[src/rtl/if_stage_pkg.sv]
// Shared types and constants for the instruction-fetch stage: FSM states,
// IF/ID update actions, the skid entry layout and PC increment helper.
package if_stage_pkg;

  typedef enum logic [1:0] {
    REQ   = 2'd0,
    SKID  = 2'd1,
    DRAIN = 2'd2
  } fetchState_e;

  typedef enum logic [1:0] {
    IFID_HOLD   = 2'd0,
    IFID_BUBBLE = 2'd1,
    IFID_MEM    = 2'd2,
    IFID_SKID   = 2'd3
  } ifIdAction_e;

  typedef struct packed {
    logic [31:0] instr;
    logic [31:0] pc4;
  } fetchEntry_t;

  localparam logic [31:0] PC_INC = 32'd4;
  // A bubble carries no meaningful return address, so its PC+4 is cleared.
  localparam logic [31:0] BUBBLE_PC4 = 32'd0;

  function automatic logic [31:0] incPc(input logic [31:0] pc);
    return pc + PC_INC;
  endfunction

endpackage

[src/rtl/if_skid_buf.sv]
// One-entry skid buffer holding an instruction that returned while the
// pipeline was stalled. Priority: clear, then load, then drain.
module if_skid_buf
  import if_stage_pkg::*;
(
  input  logic        clk,
  input  logic        rstN,
  input  logic        load,
  input  logic        drain,
  input  logic        clear,
  input  fetchEntry_t loadEntry,
  output fetchEntry_t entry,
  output logic        valid
);

  fetchEntry_t entry_r;
  logic        valid_r;

  // Entry storage and occupancy flag.
  always_ff @(posedge clk or negedge rstN) begin
    if (!rstN) begin
      entry_r <= '{instr: 32'd0, pc4: 32'd0};
      valid_r <= 1'b0;
    end else if (clear) begin
      valid_r <= 1'b0;
    end else if (load) begin
      entry_r <= loadEntry;
      valid_r <= 1'b1;
    end else if (drain) begin
      valid_r <= 1'b0;
    end else begin
      valid_r <= valid_r;
    end
  end

  assign entry = entry_r;
  assign valid = valid_r;

endmodule

[src/rtl/if_fetch_stage.sv]
// Instruction-fetch stage: PC, IF/ID register and imem handshake.
// Optional IF_PERF_CNT_EN adds saturating stall/bubble counters.
module if_fetch_stage
  import if_stage_pkg::*;
#(
  parameter logic [31:0] RESET_PC  = 32'h0000_0000,
  parameter logic [31:0] NOP_INSTR = 32'h0000_0000
) (
  input  logic        clk_i,
  input  logic        rst_n_i,
  input  logic        pc_stall_i,
  input  logic        if_id_stall_i,
  input  logic        flush_i,
  input  logic [31:0] branch_target_i,
  output logic        imem_req_o,
  output logic [31:0] imem_addr_o,
  input  logic        imem_ready_i,
  input  logic [31:0] imem_rdata_i,
  output logic [31:0] if_id_instr_o,
  output logic [31:0] if_id_pc4_o,
  output logic        if_id_valid_o,
  output logic        fetch_busy_o
`ifdef IF_PERF_CNT_EN
  ,
  output logic [31:0] stall_cnt_o,
  output logic [31:0] bubble_cnt_o
`endif
);

  fetchState_e state_r, nextState_s;
  ifIdAction_e ifIdAct_s;
  logic [31:0] pc_r, nextPc_s, pcInc_s;
  logic [31:0] ifIdInstr_r, ifIdPc4_r;
  logic        ifIdValid_r;
  logic        req_r, busy_r;
  logic        stall_s, flushEff_s;
  logic        skidLoad_s, skidDrain_s, skidClear_s, skidValid_s;
  fetchEntry_t skidEntry_s;

  assign stall_s    = pc_stall_i | if_id_stall_i;
  assign flushEff_s = flush_i & ~if_id_stall_i;
  assign pcInc_s    = incPc(pc_r);

  if_skid_buf uSkid (
    .clk       (clk_i),
    .rstN      (rst_n_i),
    .load      (skidLoad_s),
    .drain     (skidDrain_s),
    .clear     (skidClear_s),
    .loadEntry ('{instr: imem_rdata_i, pc4: pcInc_s}),
    .entry     (skidEntry_s),
    .valid     (skidValid_s)
  );

  // Next-state, PC and IF/ID decisions; a flush outranks everything else.
  always_comb begin
    nextState_s = state_r;
    nextPc_s    = pc_r;
    ifIdAct_s   = if_id_stall_i ? IFID_HOLD : IFID_BUBBLE;
    skidLoad_s  = 1'b0;
    skidDrain_s = 1'b0;
    skidClear_s = 1'b0;
    if (flushEff_s) begin
      nextPc_s    = branch_target_i;
      skidClear_s = 1'b1;
      ifIdAct_s   = IFID_BUBBLE;
      case (state_r)
        REQ:     nextState_s = imem_ready_i ? REQ : DRAIN;
        SKID:    nextState_s = REQ;
        DRAIN:   nextState_s = imem_ready_i ? REQ : DRAIN;
        default: nextState_s = REQ;
      endcase
    end else begin
      case (state_r)
        REQ: begin
          if (imem_ready_i) begin
            nextPc_s = pcInc_s;
            if (stall_s) begin
              skidLoad_s  = 1'b1;
              nextState_s = SKID;
            end else begin
              ifIdAct_s = IFID_MEM;
            end
          end else begin
            nextState_s = REQ;
          end
        end
        SKID: begin
          if (!stall_s) begin
            ifIdAct_s   = IFID_SKID;
            skidDrain_s = 1'b1;
            nextState_s = REQ;
          end else begin
            nextState_s = SKID;
          end
        end
        DRAIN: begin
          if (imem_ready_i) begin
            nextState_s = REQ;
          end else begin
            nextState_s = DRAIN;
          end
        end
        default: begin
          nextState_s = REQ;
          ifIdAct_s   = IFID_BUBBLE;
        end
      endcase
    end
  end

  // FSM state, PC and registered handshake outputs.
  always_ff @(posedge clk_i or negedge rst_n_i) begin
    if (!rst_n_i) begin
      state_r <= REQ;
      pc_r    <= RESET_PC;
      req_r   <= 1'b1;
      busy_r  <= 1'b1;
    end else begin
      state_r <= nextState_s;
      pc_r    <= nextPc_s;
      req_r   <= (nextState_s == REQ);
      busy_r  <= (nextState_s == REQ) || (nextState_s == DRAIN);
    end
  end

  // IF/ID pipeline register.
  always_ff @(posedge clk_i or negedge rst_n_i) begin
    if (!rst_n_i) begin
      ifIdInstr_r <= NOP_INSTR;
      ifIdPc4_r   <= 32'd0;
      ifIdValid_r <= 1'b0;
    end else begin
      case (ifIdAct_s)
        IFID_MEM: begin
          ifIdInstr_r <= imem_rdata_i;
          ifIdPc4_r   <= pcInc_s;
          ifIdValid_r <= 1'b1;
        end
        IFID_SKID: begin
          ifIdInstr_r <= skidEntry_s.instr;
          ifIdPc4_r   <= skidEntry_s.pc4;
          ifIdValid_r <= skidValid_s;
        end
        IFID_BUBBLE: begin
          ifIdInstr_r <= NOP_INSTR;
          ifIdPc4_r   <= BUBBLE_PC4;
          ifIdValid_r <= 1'b0;
        end
        default: begin
          ifIdInstr_r <= ifIdInstr_r;
          ifIdPc4_r   <= ifIdPc4_r;
          ifIdValid_r <= ifIdValid_r;
        end
      endcase
    end
  end

  assign imem_req_o    = req_r;
  assign imem_addr_o   = pc_r;
  assign fetch_busy_o  = busy_r;
  assign if_id_instr_o = ifIdInstr_r;
  assign if_id_pc4_o   = ifIdPc4_r;
  assign if_id_valid_o = ifIdValid_r;

`ifdef IF_PERF_CNT_EN
  logic [31:0] stallCnt_r, bubbleCnt_r;

  // Saturating stall and bubble counters.
  always_ff @(posedge clk_i or negedge rst_n_i) begin
    if (!rst_n_i) begin
      stallCnt_r  <= 32'd0;
      bubbleCnt_r <= 32'd0;
    end else begin
      if (stall_s && (stallCnt_r != 32'hFFFF_FFFF)) begin
        stallCnt_r <= stallCnt_r + 32'd1;
      end else begin
        stallCnt_r <= stallCnt_r;
      end
      if ((ifIdAct_s == IFID_BUBBLE) && (bubbleCnt_r != 32'hFFFF_FFFF)) begin
        bubbleCnt_r <= bubbleCnt_r + 32'd1;
      end else begin
        bubbleCnt_r <= bubbleCnt_r;
      end
    end
  end

  assign stall_cnt_o  = stallCnt_r;
  assign bubble_cnt_o = bubbleCnt_r;
`endif

endmodule
[config.mk]
export PLATFORM = sky130hd
export DESIGN_NAME = if_fetch_stage
export DESIGN_NICKNAME = d
export VERILOG_FILES = /design/src/rtl/if_stage_pkg.sv /design/src/rtl/if_skid_buf.sv /design/src/rtl/if_fetch_stage.sv
export SDC_FILE = /design/constraint.sdc
export NUM_CORES = 1
export LEC_CHECK = 0
export CORE_MARGIN = 3
export CORE_UTILIZATION = 47
export CTS_CLUSTER_SIZE = 28
export DETAILED_ROUTE_END_ITERATION = 8
export PLACE_DENSITY = 0.77
export REMOVE_ABC_BUFFERS = 1
export SLEW_MARGIN = 20
export SYNTH_ARGS = -nofsm -noshare
export SYNTH_HDL_FRONTEND = slang
export SYNTH_HIERARCHICAL = 1
export SYNTH_SLANG_ARGS = --single-unit
[constraint.sdc]
create_clock -name clk_i -period 1.9 [get_ports clk_i]
set_input_delay 0.285 -clock clk_i [delete_from_list [all_inputs] [get_ports clk_i]]
set_output_delay 0.285 -clock clk_i [all_outputs]
set_load 0.05 [all_outputs]
Yosys cells after proc, flatten, opt, wreduce, memory -nomap -nowiden
Index checks and enable logic that the tools add are counted.
{"block": "word_totals", "register_bits": 166, "word_cells": 61}
{"block": "classes", "addsub": 1, "n_eq_ne": 6, "mux": 30, "n_bitwise": 4, "reduce_logical": 10}
{"op": "$pmux 32 s3", "n": 2}
{"op": "$mux 32", "n": 3}
{"op": "$add 32x3->32 const B", "n": 1}
{"op": "$mux 2", "n": 9}
{"op": "$mux 1", "n": 13}
{"op": "$pmux 2 s3", "n": 2}
{"op": "$eq 2x2->1 const B", "n": 4}
{"op": "$reduce_bool 3->1", "n": 2}
{"op": "$eq 2x1->1 const B", "n": 2}
{"op": "$logic_not 2->1", "n": 2}
{"op": "$reduce_and 2->1", "n": 2}
{"op": "$reduce_bool 2->1", "n": 2}
{"op": "$pmux 1 s3", "n": 1}
{"op": "$not 1->1", "n": 2}
{"op": "$reduce_or 2->1", "n": 1}
{"op": "$and 1x1->1", "n": 1}
{"op": "$logic_or 1x1->1", "n": 1}
{"op": "$or 1x1->1", "n": 1}

Depth between registers and ports, before layout
{"block": "logic_depth", "depth_word": 7, "depth_mapped": 8, "ltp_nobuf": 6}

Cells and area by module
The synthesis kept the hierarchy.
{"mod": "if_fetch_stage", "instances": 1, "cells_per_inst": 601, "area_each_um2": 5350.1, "seq_area_each_um2": 2529.9}
{"mod": "if_skid_buf", "instances": 1, "cells_per_inst": 140, "area_each_um2": 2741.4, "seq_area_each_um2": 1626.6}

Worst setup path after synthesis
Ideal clock, no wire load.
{"block": "synth_path", "path_type": "register to register", "startpoint": "register pc_r[2], in the netlist imem_addr_o[2]", "endpoint": "register uSkid.entry_r, in the netlist uSkid/entry[30]", "t_arrival_ps": 2229, "required_time_ps": 1775, "setup_slack_ps": -454, "path_stages_with_launch": 8, "n_path_buf": 1, "synth_period_minus_slack_ps": 2354, "cell_sequence": "dfrtp_1 > ha_1 > nand3_1 > nor3_1 > buf_4 > nand4_1 > xnor2_1 > mux2_4"}
{"block": "synth_between", "elab_chain_cells": 1}
{"item": "start: declaration", "line": "if_fetch_stage.sv:32", "source": "logic [31:0] pc_r, nextPc_s, pcInc_s;"}
{"item": "start signal: assignment", "line": "if_fetch_stage.sv:121", "source": "pc_r <= nextPc_s;"}
{"item": "$add 32x3->32", "line": "if_stage_pkg.sv:28", "source": "return pc + PC_INC;"}
{"item": "via pcInc_s[30]", "line": "if_fetch_stage.sv:32"}
{"item": "end signal: assignment", "line": "if_skid_buf.sv:22", "source": "entry_r <= '{instr: 32'd0, pc4: 32'd0};"}
{"item": "end signal: assignment", "line": "if_skid_buf.sv:27", "source": "entry_r <= loadEntry;"}
{"item": "end: declaration", "line": "if_skid_buf.sv:16", "source": "fetchEntry_t entry_r;"}
The timed path passes the listed nets, and every way through them passes these cells.
A chain may end at the register's enable or synchronous reset.

Final worst setup path
{"block": "layout_path", "startpoint": "register ifIdPc4_r[9], in the netlist if_id_pc4_o[9]", "endpoint": "output if_id_pc4_o[9]"}
{"item": "start: declaration", "line": "if_fetch_stage.sv:33", "source": "logic [31:0] ifIdInstr_r, ifIdPc4_r;"}
{"item": "start signal: assignment", "line": "if_fetch_stage.sv:137", "source": "ifIdPc4_r <= pcInc_s;"}
{"item": "start signal: assignment", "line": "if_fetch_stage.sv:142", "source": "ifIdPc4_r <= skidEntry_s.pc4;"}
{"item": "start signal: assignment", "line": "if_fetch_stage.sv:152", "source": "ifIdPc4_r <= ifIdPc4_r;"}
{"item": "end: declaration", "line": "if_fetch_stage.sv:20", "source": "output logic [31:0] if_id_pc4_o,"}
No word-level cell between the ends.

==> results.yml <==
run_status:
  status: "completed"
yosys:
  synthCells: 741
  ys.flop_type: "dfrtp_1"
  async_flop_share_pct: 100
  synth_compound_area_share_pct: 11.0
  syn_area_mm2: 0.00809
  synthXorXnorAreaFrac_pct: 6.06
  ys_types: 47
  yosys-top-cells-area: "dfrtp_1, mux2_4, nand2_1"
  synthSimpleGateAreaFrac_pct: 14.4
  ys_warn_count: 6
  synth_top_area_cell: "dfrtp_1"
  ys_seq_elements: 166
  ys_seq_area_share_pct: 51.4
  synth-edff-count: 0
  yosysTopAreaCellShare_pct: 50.7
  synthAdderAreaFrac_pct: 0.155
  syn_area_per_cell_um2: 10.9
  synth_top_family_by_area: "simple AND/OR/NAND/NOR gates"
  synth_mux_area_share_pct: 12.4
job:
  cap_viol_max_count: 0
floorplanning:
  fp.dieH_um: 137
  core_mm2: 0.0167
  ioPinCount: 169
  die_x_um: 137
  floorplan.initialDensity_pct: 48.4
  num_rows: 47
  die_area_mm2: 0.0188
finish:
  postLayoutCoreUtil_pct: 68.0
  nNetsFinal: 1044
  antenna_cells: 0
  layout_common_cells: "dfrtp_1, buf_4, nand2_1"
  final_common_cell: "dfrtp_1"
  layout-drive-gt1-share_pct: 25.9
  area_growth_pct: 40.4
  fin_area_mm2: 0.0114
setup_path:
  crit_required_ns: 1.62
  r2r_cells: 6
  crit_chain: "clkdlybuf4s50_1"
  crit_family: "buffers and inverters"
  slowest_delay_ns: 0.81
  critPathSlowestCell: "clkdlybuf4s50_1"
  arrival_ns: 1.59
  rrSetupSlack_ns: 0.03
  end_kind: "output pin"
  crit_fanout: 2
  startpoint_type: "flip-flop"
  r2r-start: "state_r[0]"
  cp_num_buf_inv: 1
  critical_path_class: "reg -> out"
  r2r_end: "uSkid/entry[11]"
global_route:
  grt_pass1_wl_mm: 34.9
  grt_max_degree: 55
  track_usage_pct: 23.8
  grt_overflow_total: 0
  grt_pass1_vias: 6547
  antenna_found_initial: 0
route:
  vias: 6587
  drt-initial-drc-count: 474
  vias_per_cell: 5.46
  firstDrtPassIters: 4
  drt-total-wl_mm: 22.5
  wl_per_cell_um: 18.6
  drc: 0
  ant_nets: 0
place:
  port-buffer-count: 168
  gp_congestion: 0.801
  dpl_cell_area_mm2: 0.0104
  hpwl_mm: 14.9
  pre_cts_slack_ns: -0.420
cts:
  clk_path_buf_depth: 2
  cts_tree: "done"
  cts_root_buf: "clkbuf_16"
  clock_sinks: 166
  cts_buffers: 17
  clock_latency_ns: 0.43
  clk_pin_slew_ns: 0.07
  htreeDepth: 4
sta:
  max_freq_mhz: 534
  rsz0062_at_grt: "yes"
  finalCriticalPeriod_ns: 1.87
  fin_crit_sh_pct: 98.5
  setup_violations: 0
  finalHoldViolations: 0
  finClkSkew_ns: 0.00797
  timing.hold.ws_ns: 0.366
  slew_headroom_pct: 55.2
  tightestPinTransition_ns: 0.672
  slew_violations: 0
  layout_setup_ws_ns: 0.0279
pwr:
  p_per_area_mw_per_mm2: 1070
  ir_drop_mv: 0.714
  power.total_mw: 12.2
  p_leak_nw: 5.64
min_path:
  hp-class: "in -> async"
## state kept, by name (all words and copies together), names as in the netlist
name	count
fetch_busy_o	1
if_id_pc4_o	32
uSkid/valid	1
if_id_instr_o	32
imem_addr_o	32
if_id_valid_o	1
state_r	2
imem_req_o	1
uSkid/entry	64
## worst reg2reg max path, stage by stage, from the launching register on
cell and delay [ns]:
dfrtp_1 0.39, or3b_4 0.42, nor2_4 0.10, nor2b_4 0.16, buf_12 0.17, clkbuf_16 0.20
mux2_4 0.31
## metrics by stage
stage | setup TNS (ns) | instances
after global routing | -0.278 | 1206
after floorplan | -299.77 | 690
final | 0 | 1206
after global placement | -43.85 | 1165
after CTS | -0.0895 | 1199
after detailed placement | -48.75 | 1165
## cells by family (layout without fill, tap and decap cells)
| logic type | Yosys count | count (layout) |
|---|---|---|
| simple gates | 238 | 238 |
| flops | 166 | 166 |
| compound gates | 153 | 153 |
| mux | 70 | 70 |
| buf+inv | 57 | 302 |
| xor+xnor | 56 | 56 |
| fa+ha+maj | 1 | 1 |
## Yosys cell counts, types with 2 or more instances
cell type    n
nor4_4       3
buf_12       7
nand3_1     24
a22o_1      18
and2_1       2
and4_1       2
mux2_2       4
xnor2_1     26
dfstp_2      2
nand4_2      2
nand4_1     12
nand2b_1     3
inv_1        5
xor2_1      30
mux2_4      60
and3_1      10
buf_4        6
clkbuf_1    25
o21ai_0     70
nand2_1    101
buf_2       12
a21oi_1     41
mux2i_1      6
nor2_1      59
dfrtp_1    164
a21o_1      18
o21ai_1      2
nor3_1       7
or3_1        2
## power breakdown
part / total [mW] / switching (mW) / internal [mW] / leakage (nW)
Sequential: 4.71 / 0.477 / 4.24 / 2.06
Combinational: 3.55 / 1.92 / 1.62 / 3.26
Clock: 3.89 / 1.45 / 2.44 / 0.316
## worst max-delay path by stage
stage	end	startpoint	slack [ns]	cells after the start
2_1_floorplan	if_id_pc4_o[12]	flush_i	-2.92	4
3_3_place_gp	if_id_pc4_o[28]	flush_i	-0.38	7
3_5_place_dp	uSkid/entry[58]	imem_ready_i	-0.42	6
4_1_cts	uSkid/entry[58]	state_r[0]	-0.03	5
5_1_grt	imem_addr_o[16]	state_r[0]	-0.03	7
6_report	if_id_pc4_o[9]	if_id_pc4_o[9]	0.03	1
## what timing repair did
item	4_1_cts	5_1_grt
hold endpoints to repair	38	0
gates cloned	0	5
resized for setup	25	60
hold buffers	1	0
setup buffers	1	2
endpoints found under the setup margin	49	139
pin swaps	1	13
## layer usage
layer | up-vias | GRT usage, % | share of wire (%)
met5 | - | 0 | 0
met4 | 0 | 6.21 | 1.2
met3 | 26 | 4.53 | 6.2
met2 | 269 | 38.2 | 49
met1 | 3267 | 33.3 | 44
li1 | 3025 | - | -
## final cells by class
class	count	area, um2
Multi-Input combinational cell	518	3650
Clock buffer	21	470
Clock inverter	11	195
Fill cell	1282	5340
Timing Repair Buffer	264	2590
Tap cell	220	275
Inverter	6	22.5
Sequential cell	166	4160
Note: power is estimated with default switching activity, not from simulation.
